`src/rtl/md_issue_ctrl_pkg.sv`:
```
// md_issue_ctrl_pkg: mult/div mode codes, issue-controller state codes and op-class helpers.
package md_issue_ctrl_pkg;

    localparam logic [3:0] MD_NONE  = 4'd0;
    localparam logic [3:0] MD_MULT  = 4'd1;
    localparam logic [3:0] MD_MULTU = 4'd2;
    localparam logic [3:0] MD_DIV   = 4'd3;
    localparam logic [3:0] MD_DIVU  = 4'd4;
    localparam logic [3:0] MD_MTHI  = 4'd5;
    localparam logic [3:0] MD_MTLO  = 4'd6;
    localparam logic [3:0] MD_FDIV  = 4'd7;
    localparam logic [3:0] MD_BDS   = 4'd8;

    typedef enum logic [1:0] {
        MDCTRL_IDLE   = 2'd0,
        MDCTRL_ISSUED = 2'd1,
        MDCTRL_BUSY   = 2'd2
    } md_state_e;

    function automatic logic is_start(input logic [3:0] m);
        return m inside {MD_MULT, MD_MULTU, MD_DIV, MD_DIVU, MD_FDIV, MD_BDS};
    endfunction

    function automatic logic is_move(input logic [3:0] m);
        return m inside {MD_MTHI, MD_MTLO};
    endfunction

endpackage

```
`src/rtl/md_issue_ctrl_lut.sv`:
```
// md_issue_ctrl_lut: maps a start-class mode to its busy latency minus one.
module md_issue_ctrl_lut
    import md_issue_ctrl_pkg::*;
#(
    parameter int LAT_MULT = 5,
    parameter int LAT_DIV  = 10,
    parameter int LAT_FDIV = 3
) (
    input  logic [3:0] mode_i,
    output logic [3:0] cnt_o
);

    always_comb begin
        cnt_o = (mode_i == MD_MULT || mode_i == MD_MULTU) ? 4'(LAT_MULT - 1) :
                (mode_i == MD_FDIV)                        ? 4'(LAT_FDIV - 1) :
                                                             4'(LAT_DIV - 1);
    end

endmodule

```
`src/rtl/md_issue_ctrl.sv`:
```
// md_issue_ctrl: E-stage issue/stall controller for the HI/LO mult/div unit.
// Define MD_PERF_CNT_EN to add the perf_stall cycle counter output.
module md_issue_ctrl
    import md_issue_ctrl_pkg::*;
#(
    parameter int LAT_MULT = 5,
    parameter int LAT_DIV  = 10,
    parameter int LAT_FDIV = 3
) (
    input  logic        clk,
    input  logic        reset,
    input  logic        Req,
    input  logic        e_valid,
    input  logic [3:0]  e_mode,
    input  logic [31:0] e_rs,
    input  logic [31:0] e_rt,
    input  logic        e_hilo_rd,
    input  logic        e_hilo_sel,
    input  logic        md_busy,
    input  logic [31:0] md_out,
    output logic [3:0]  md_mode,
    output logic [31:0] md_a,
    output logic [31:0] md_b,
    output logic        md_hilosel,
    output logic        stall,
    output logic [31:0] e_rdata,
`ifdef MD_PERF_CNT_EN
    output logic [31:0] perf_stall,
`endif
    output logic        lat_err
);

    if (LAT_MULT < 1 || LAT_MULT > 15 || LAT_DIV < 1 || LAT_DIV > 15 ||
        LAT_FDIV < 1 || LAT_FDIV > 15) begin : g_lat_chk
        $error("md_issue_ctrl: LAT parameters must be in 1..15");
    end

    md_state_e   state_q, state_d;
    logic [3:0]  cnt_q, cnt_d, lat_cnt;
    logic        exit_q, lat_err_q, lat_bad;
    logic        start_op, hazard, issue;

    md_issue_ctrl_lut #(
        .LAT_MULT (LAT_MULT),
        .LAT_DIV  (LAT_DIV),
        .LAT_FDIV (LAT_FDIV)
    ) u_lut (
        .mode_i (e_mode),
        .cnt_o  (lat_cnt)
    );

    assign start_op = is_start(e_mode);
    assign hazard   = e_valid & (start_op | is_move(e_mode) | e_hilo_rd) &
                      ((state_q != MDCTRL_IDLE) | md_busy);
    assign issue    = e_valid & ~hazard & ~Req;
    // Busy is only visible from the cycle after ISSUED, so an IDLE reached straight from ISSUED may still see it.
    assign lat_bad  = (state_q == MDCTRL_BUSY && cnt_q != 4'd0 && !md_busy) ||
                      (state_q == MDCTRL_IDLE && md_busy && !exit_q);

    always_ff @(posedge clk) begin
        if (reset) begin
            state_q   <= MDCTRL_IDLE;
            cnt_q     <= 4'd0;
            exit_q    <= 1'b0;
            lat_err_q <= 1'b0;
        end else begin
            state_q   <= state_d;
            cnt_q     <= cnt_d;
            exit_q    <= (state_q == MDCTRL_ISSUED);
            lat_err_q <= lat_err_q | lat_bad;
        end
    end

    // The shadow count runs in ISSUED too, so a LAT-cycle op stalls followers for exactly LAT cycles.
    always_comb begin
        state_d = state_q;
        cnt_d   = cnt_q;
        if (state_q == MDCTRL_IDLE) begin
            state_d = (issue & start_op) ? MDCTRL_ISSUED : MDCTRL_IDLE;
            cnt_d   = (issue & start_op) ? lat_cnt : cnt_q;
        end else begin
            state_d = (cnt_q == 4'd0) ? MDCTRL_IDLE : MDCTRL_BUSY;
            cnt_d   = cnt_q - 4'(cnt_q != 4'd0);
        end
    end

    always_comb begin
        stall      = hazard;
        md_mode    = issue ? e_mode : MD_NONE;
        md_a       = e_rs;
        md_b       = e_rt;
        md_hilosel = e_hilo_sel;
        e_rdata    = md_out;
        lat_err    = lat_err_q;
    end

`ifdef MD_PERF_CNT_EN
    logic [31:0] perf_q;
    always_ff @(posedge clk) begin
        perf_q <= reset ? 32'd0 : perf_q + 32'(hazard);
    end
    assign perf_stall = perf_q;
`endif

endmodule

```
`config.mk`:
```
export PLATFORM = sky130hd
export DESIGN_NAME = md_issue_ctrl
export DESIGN_NICKNAME = d
export VERILOG_FILES = /design/src/rtl/md_issue_ctrl_pkg.sv /design/src/rtl/md_issue_ctrl_lut.sv /design/src/rtl/md_issue_ctrl.sv
export SDC_FILE = /design/constraint.sdc
export NUM_CORES = 1
export LEC_CHECK = 0
export ABC_AREA = 1
export CORE_AREA = 2 2 82 84
export DETAILED_ROUTE_END_ITERATION = 10
export DIE_AREA = 0 0 84 86
export DONT_BUFFER_PORTS = 1
export HOLD_SLACK_MARGIN = 0.1
export SLEW_MARGIN = 15
export SYNTH_ARGS = -nofsm -noshare
export SYNTH_HDL_FRONTEND = slang
export SYNTH_SLANG_ARGS = --single-unit
```
`constraint.sdc`:
```
create_clock -name clk -period 2 [get_ports clk]
set_input_delay 0.4 -clock clk [delete_from_list [all_inputs] [get_ports clk]]
set_output_delay 0.4 -clock clk [all_outputs]
set_load 0.01 [all_outputs]
```
### Word-level counts from Yosys, hierarchy flattened

Cells that the tools add are included.

| operators by class | value |
|---|---|
| add/sub/neg operators | 1 |
| equality and inequality tests | 11 |
| muxes and demuxes | 8 |
| bitwise gates (word level) | 11 |
| reductions and logical operators | 14 |

Operator list:

| operator | count |
|---|---|
| 4-bit 2-to-1 mux | 5 |
| 4-bit by 3-bit == test with 1-bit output, second input constant | 4 |
| 4-bit by 2-bit == test with 1-bit output, second input constant | 2 |
| 6-bit nonzero test | 1 |
| 1-bit bitwise AND | 5 |
| 4-bit by 1-bit == test with 1-bit output, second input constant | 1 |
| 4-bit == test, second input constant | 1 |
| 1-bit logical AND | 4 |
| 4-bit logical NOT | 1 |
| 2-bit 2-to-1 mux | 2 |
| 1-bit bitwise OR | 4 |
| 2-bit nonzero test | 2 |
| 4-bit nonzero test | 1 |
| 4-bit by 1-bit subtractor with 4-bit output | 1 |
| 2-bit by 1-bit == test with 1-bit output, second input constant | 1 |
| 2-bit == test, second input constant | 1 |
| 1-bit logical NOT | 2 |
| 2-bit logical NOT | 1 |
| 1-bit logical OR | 2 |
| 2-bit by 1-bit inequality test with 1-bit output, second input constant | 1 |
| 1-bit inverter | 2 |
| 1-bit 2-to-1 mux | 1 |

| word-level totals | value |
|---|---|
| flip-flop bits (word level) | 8 |
| bits of input ports | 107 |
| output and inout bits | 103 |
| word-level logic and storage cells | 49 |

### Logic depth before layout (Yosys ltp)

| logic depth | value |
|---|---|
| depth in word-level cells | 12 |
| mapped depth | 12 |
| gate-level depth less buffers | 12 |

### Modules after synthesis

Synthesis repeated with hierarchy kept, for this count alone.

| unflattened totals | value |
|---|---|
| cells, all modules | 195 |
| area, all modules | 1327.5 um^2 |

By module, submodules not included:

| module | times used | cells an instance | area an instance (um^2) | sequential area each (um^2) |
|---|---|---|---|---|
| md_issue_ctrl | 1 | 182 | 1263.7 | 160.2 |
| md_issue_ctrl_lut | 1 | 13 | 63.8 | 0.0 |

### Least setup slack after synthesis

OpenSTA, ideal clock, no wires.

| timing | value |
|---|---|
| path type | input to output |
| start point | input port e_mode[1] |
| end point | output port md_mode[0] |
| arrival time | 1.180 ns |
| data required time | 1.600 ns |
| path slack | 0.420 ns |
| stages on the path | 9 |
| path buffers | 0 |
| cell sequence | nand2_1 inv_1 nand2_1 nand2_1 nor2_2 nand2_2 nand2_4 nand2_1 nor2_1 |

| on the way | value |
|---|---|
| cells in the longest elaborated chain, start to end | 10 |
| elaborated cells on any way between the ends | 18 |
| classes of those cells | eq/ne (8); mux (1); bitwise (7); reduce/logical (2) |

RTL lines:

| what | line | source |
|---|---|---|
| start: declaration | md_issue_ctrl.sv:14 | `input logic [3:0] e_mode,` |
| 4-bit by 1-bit == test with 1-bit output (tied with other cells) | md_issue_ctrl_pkg.sv:21 | `return m inside {MD_MULT, MD_MULTU, MD_DIV, MD_DIVU, MD_FDIV, MD_BDS};` |
| 6-bit nonzero test / 2-bit nonzero test (equally long branches) | md_issue_ctrl_pkg.sv:21, md_issue_ctrl_pkg.sv:25 |  |
| 1-bit bitwise OR * (2 in a row) | md_issue_ctrl.sv:53 | `assign hazard = e_valid & (start_op \| is_move(e_mode) \| e_hilo_rd) &` |
| 1-bit bitwise AND * (2 in a row) | md_issue_ctrl.sv:53 |  |
| 1-bit inverter * | md_issue_ctrl.sv:55 | `assign issue = e_valid & ~hazard & ~Req;` |
| 1-bit bitwise AND * (2 in a row) | md_issue_ctrl.sv:55 |  |
| 4-bit 2-to-1 mux * | md_issue_ctrl.sv:89 | `md_mode = issue ? e_mode : MD_NONE;` |
| end: declaration | md_issue_ctrl.sv:21 | `output logic [3:0] md_mode,` |

Mark *: on every way between the ends. The rest lies on a longest branch, timed or not.

### Worst setup path after layout

| timing | value |
|---|---|
| start point | register state_q[0] |
| end point | output port md_mode[3] |

| on the way | value |
|---|---|
| cells in the longest elaborated chain, start to end | 7 |

RTL lines:

| what | line | source |
|---|---|---|
| start: declaration | md_issue_ctrl.sv:38 | `md_state_e state_q, state_d;` |
| start signal: assignment | md_issue_ctrl.sv:67 | `state_q <= state_d;` |
| 2-bit nonzero test | md_issue_ctrl.sv:54 | `((state_q != MDCTRL_IDLE) \| md_busy);` |
| 1-bit bitwise OR | md_issue_ctrl.sv:54 |  |
| 1-bit bitwise AND | md_issue_ctrl.sv:53 |  |
| 1-bit inverter | md_issue_ctrl.sv:55 |  |
| 1-bit bitwise AND (2 in a row) | md_issue_ctrl.sv:55 |  |
| 4-bit 2-to-1 mux | md_issue_ctrl.sv:89 |  |

No other way between the ends.

==> insert_results.sql <==
INSERT INTO impl_metrics (metric_group, metric, value, unit) VALUES
('place', 'gp_routability_congestion', '0.7770', ''),
('synthesis', 'mean_cell_area_of_the_mapped_netlist', '6.868', 'um^2'),
('worst_setup_path', 'worstRegToRegCells', '9', ''),
('power_and_ir_drop', 'clkPwrFrac', '0.403', ''),
('final_layout', 'layout.cells.most_common', 'sky130_fd_sc_hd__nand2_1', ''),
('cts', 'clkTransAtPathRegs', '40', 'ps'),
('power_and_ir_drop', 'powerDensity', '652.6', 'mW/mm^2'),
('worst_setup_path', 'crit_path_max_incr_delay', '340', 'ps'),
('power_and_ir_drop', 'power.share.combinational', '0.226', ''),
('timing', 'fin_crit_sh', '0.8704', ''),
('synthesis', 'synth_area_leader_cell', 'sky130_fd_sc_hd__buf_4', ''),
('job', 'max-cap-violations', '0', ''),
('synthesis', 'synth_fp_nets', '299', ''),
('place', 'input_output_buffers', '0', ''),
('cts', 'tritoncts', 'yes', ''),
('timing', 'timing_hold_violations_final', '0', ''),
('drt', 'drt_pass1_iterations', '4', ''),
('final_layout', 'final_nets', '209', ''),
('drt', 'finalWirelength', '2322', 'um'),
('synthesis', 'synth-warning-count', '0', ''),
('power_and_ir_drop', 'leakage', '0.3540', 'nW'),
('final_layout', 'antenna_diode_count', '0', ''),
('cts', 'clock_tree.root_cell', 'sky130_fd_sc_hd__clkbuf_8', ''),
('worst_setup_path', 'endpoint_kind', 'output pin', ''),
('worst_setup_path', 'most_common_cell_type_on_the_critical_path', 'sky130_fd_sc_hd__nor2_2', ''),
('drt', 'first_iter_violations', '17', ''),
('global_route', 'wire_length_of_the_first_global_routing_pass', '3505', 'um'),
('worst_setup_path', 'worst-path-stages', '7', ''),
('floorplanning', 'row_count', '29', ''),
('global_route', 'grt_use_total', '0.06569', ''),
('worst_setup_path', 'dominant_delay_contributor_by_cell_family_on_the_critical_path', 'simple AND/OR/NAND/NOR gates', ''),
('global_route', 'grt_pass1_vias', '677', ''),
('floorplanning', 'dieArea', '0.007224', 'mm^2'),
('cts', 'postCtsHoldBufs', '0', ''),
('drt', 'detail_route.vias_per_cell', '3.663', ''),
('floorplanning', 'top_level_ports', '210', ''),
('worst_setup_path', 'crit_slowest_cell', 'sky130_fd_sc_hd__dfxtp_1', ''),
('drt', 'detailroute.via_count', '641', ''),
('final_layout', 'synthToLayoutAreaGrowth', '-43.91', '%'),
('cts', 'clock_insertion_delay_worst_skew', '230', 'ps'),
('worst_setup_path', 'worstSetupPathType', 'reg2out', ''),
('floorplanning', 'design.core.area', '0.006277', 'mm^2'),
('timing', 'fmaxAchievable', '574.5', 'MHz'),
('cts', 'ctsLongestPathBuffers', '2', ''),
('floorplanning', 'die_h', '86', 'um'),
('final_layout', 'mostFrequentLayoutCells', '21 x sky130_fd_sc_hd__nand2_1, 20 x sky130_fd_sc_hd__nor2_1, 15 x sky130_fd_sc_hd__inv_1', ''),
('place', 'preCtsSetupSlack', '308.0', 'ps'),
('worst_setup_path', 'crit_path_cell_trace', 'nor2_4 -> inv_2 -> nor2_2 -> nor2_2 -> nand2_4 -> nand2_1 -> nor2_1', ''),
('place', 'detailedPlacementHpwl', '1963', 'um'),
('timing', 'timing_worst_slew_pin_value', '385.2', 'ps'),
('power_and_ir_drop', 'sequentialPowerShare', '0.372', ''),
('synthesis', 'synthesis.instances', '190', ''),
('synthesis', 'synth.yosys.seq_area_share', '0.1227', ''),
('timing', 'timing.final.crit_period', '1741', 'ps'),
('timing', 'timing.setup.tns', '0', 'ps'),
('timing', 'final.hold.worst_slack', '242.0', 'ps'),
('power_and_ir_drop', 'vdd_ir_drop_max', '0.1569', 'mV'),
('timing', 'grt_setup_unrepaired', 'false', ''),
('hold_path', 'timing.hold.worst.class', 'in2reg', ''),
('worst_setup_path', 'kind_of_launch_point_of_the_worst_setup_path', 'register', ''),
('power_and_ir_drop', 'power_switching_share', '0.2875', ''),
('timing', 'finalSetupViolCount', '0', ''),
('drt', 'route.antenna.remaining_nets', '0', ''),
('final_layout', 'layout-drive-gt1-share', '0.1837', ''),
('global_route', 'remaining_global_route_overflow', '0', ''),
('synthesis', 'synth-seq-cells', '8', ''),
('worst_setup_path', 'timing.critical_path.buf_inv', '1', ''),
('synthesis', 'post_synth_main_area_contributors', 'sky130_fd_sc_hd__buf_4 56%, sky130_fd_sc_hd__dfxtp_1 12%, sky130_fd_sc_hd__nand2_1 6.0%', ''),
('outcome', 'status', 'complete, no violations', ''),
('global_route', 'antenna_found_initial', '0', ''),
('synthesis', 'syn-cell-area', '0.001305', 'mm^2');
cell families (layout without fill, tap and decap cells):
| logic type | count (synthesis) | in the layout | share of synthesized area |
|---|---|---|---|
| buffers and inverters | 114 | 22 | 0.6069 |
| and+or+nand+nor | 59 | 59 | 0.2157 |
| DFF | 8 | 8 | 0.1227 |
| AOI/OAI and AO/OA | 6 | 6 | 0.02877 |
| adders and majority gates | 2 | 2 | 0.01917 |
| xor gates and xnor gates | 1 | 1 | 0.006713 |
area by class of cell:
| class | count | area, um^2 | share of cell area |
|---|---|---|---|
| clock buffers | 3 | 41.29 | 0.05641 |
| inverters | 17 | 63.81 | 0.08718 |
| multi-input cells | 68 | 355.3 | 0.4855 |
| flip-flops and latches | 8 | 160.2 | 0.2188 |
| well taps | 77 | 96.34 | 0.1316 |
| repair buffers | 2 | 15.01 | 0.02051 |
state kept, by name (all words and copies together), names as in the netlist:
name and count:
exit_q 1, lat_err 1, cnt_q 4, state_q 2
through the flow:
stage / area [um^2] / utilization / cells
floorplan: 1305 / - / 190
global placement: 673.1 / 0.1072 / 170
detailed placement: 673.1 / 0.1072 / 170
CTS: 714.4 / 0.1138 / 173
global route: 732.0 / 0.1166 / 175
finish: 732.0 / 0.1166 / 175
Yosys cell counts:
cell type / instances
sky130_fd_sc_hd__a311oi_1: 1
sky130_fd_sc_hd__ha_1: 2
sky130_fd_sc_hd__nand2_4: 2
sky130_fd_sc_hd__dfxtp_1: 8
sky130_fd_sc_hd__buf_4: 97
sky130_fd_sc_hd__o21a_1: 1
sky130_fd_sc_hd__nor3_1: 1
sky130_fd_sc_hd__nor2_1: 21
sky130_fd_sc_hd__inv_1: 15
sky130_fd_sc_hd__o21ai_0: 1
sky130_fd_sc_hd__nand2_2: 1
sky130_fd_sc_hd__xor2_1: 1
sky130_fd_sc_hd__nand3_4: 1
sky130_fd_sc_hd__nand3_1: 6
sky130_fd_sc_hd__nor2_2: 5
sky130_fd_sc_hd__inv_2: 2
sky130_fd_sc_hd__nand2_1: 21
sky130_fd_sc_hd__nor2_4: 1
sky130_fd_sc_hd__a21oi_1: 2
sky130_fd_sc_hd__a31oi_1: 1
worst reg2reg max path, delay by kind of cell, from the launching register on:
family	cells	cell delay [ps]
adder cells (fa/ha/maj)	2	460
AND/OR/NAND/NOR	5	490
flip-flops	1	320
XOR/XNOR	1	140
AO/OA/AOI/OAI	1	150
power groups by stage:
stage	Clock, W	Combinational, W	Sequential (W)
3_3_place_gp	0	0.000105	0.000180
5_1_grt	0.000214	0.000126	0.000178
4_1_cts	0.000204	0.000108	0.000177
6_report	0.000192	0.000108	0.000177
3_5_place_dp	0	0.000108	0.000180
2_1_floorplan	0	0.000288	0.000178
per-layer routing:
| metal | GRT usage | wire [um] | vias up |
|---|---|---|---|
| met5 | 0 | 0 | - |
| met4 | 0.06158 | 173 | 0 |
| met3 | 0.07122 | 482 | 26 |
| met2 | 0.09527 | 1080 | 70 |
| met1 | 0.04600 | 585 | 247 |
| li1 | - | - | 298 |
repair_timing:
action | 4_1_cts | 5_1_grt
resized for setup | 0 | 1
setup endpoints to repair | 0 | 4
setup buffers | 0 | 2
worst paths after layout:
path,startpoint,to,slack (ps)
max reg2reg,cnt_q[1]$_SDFFE_PP0P_,cnt_q[2]$_SDFFE_PP0P_,350
max,state_q[0]$_SDFF_PP0_,md_mode[3],260
min reg2reg,state_q[1]$_SDFF_PP0_,exit_q$_SDFF_PP0_,480
min,reset,lat_err$_SDFF_PP0_,240
No activity file was read; power rests on OpenSTA's default activity.
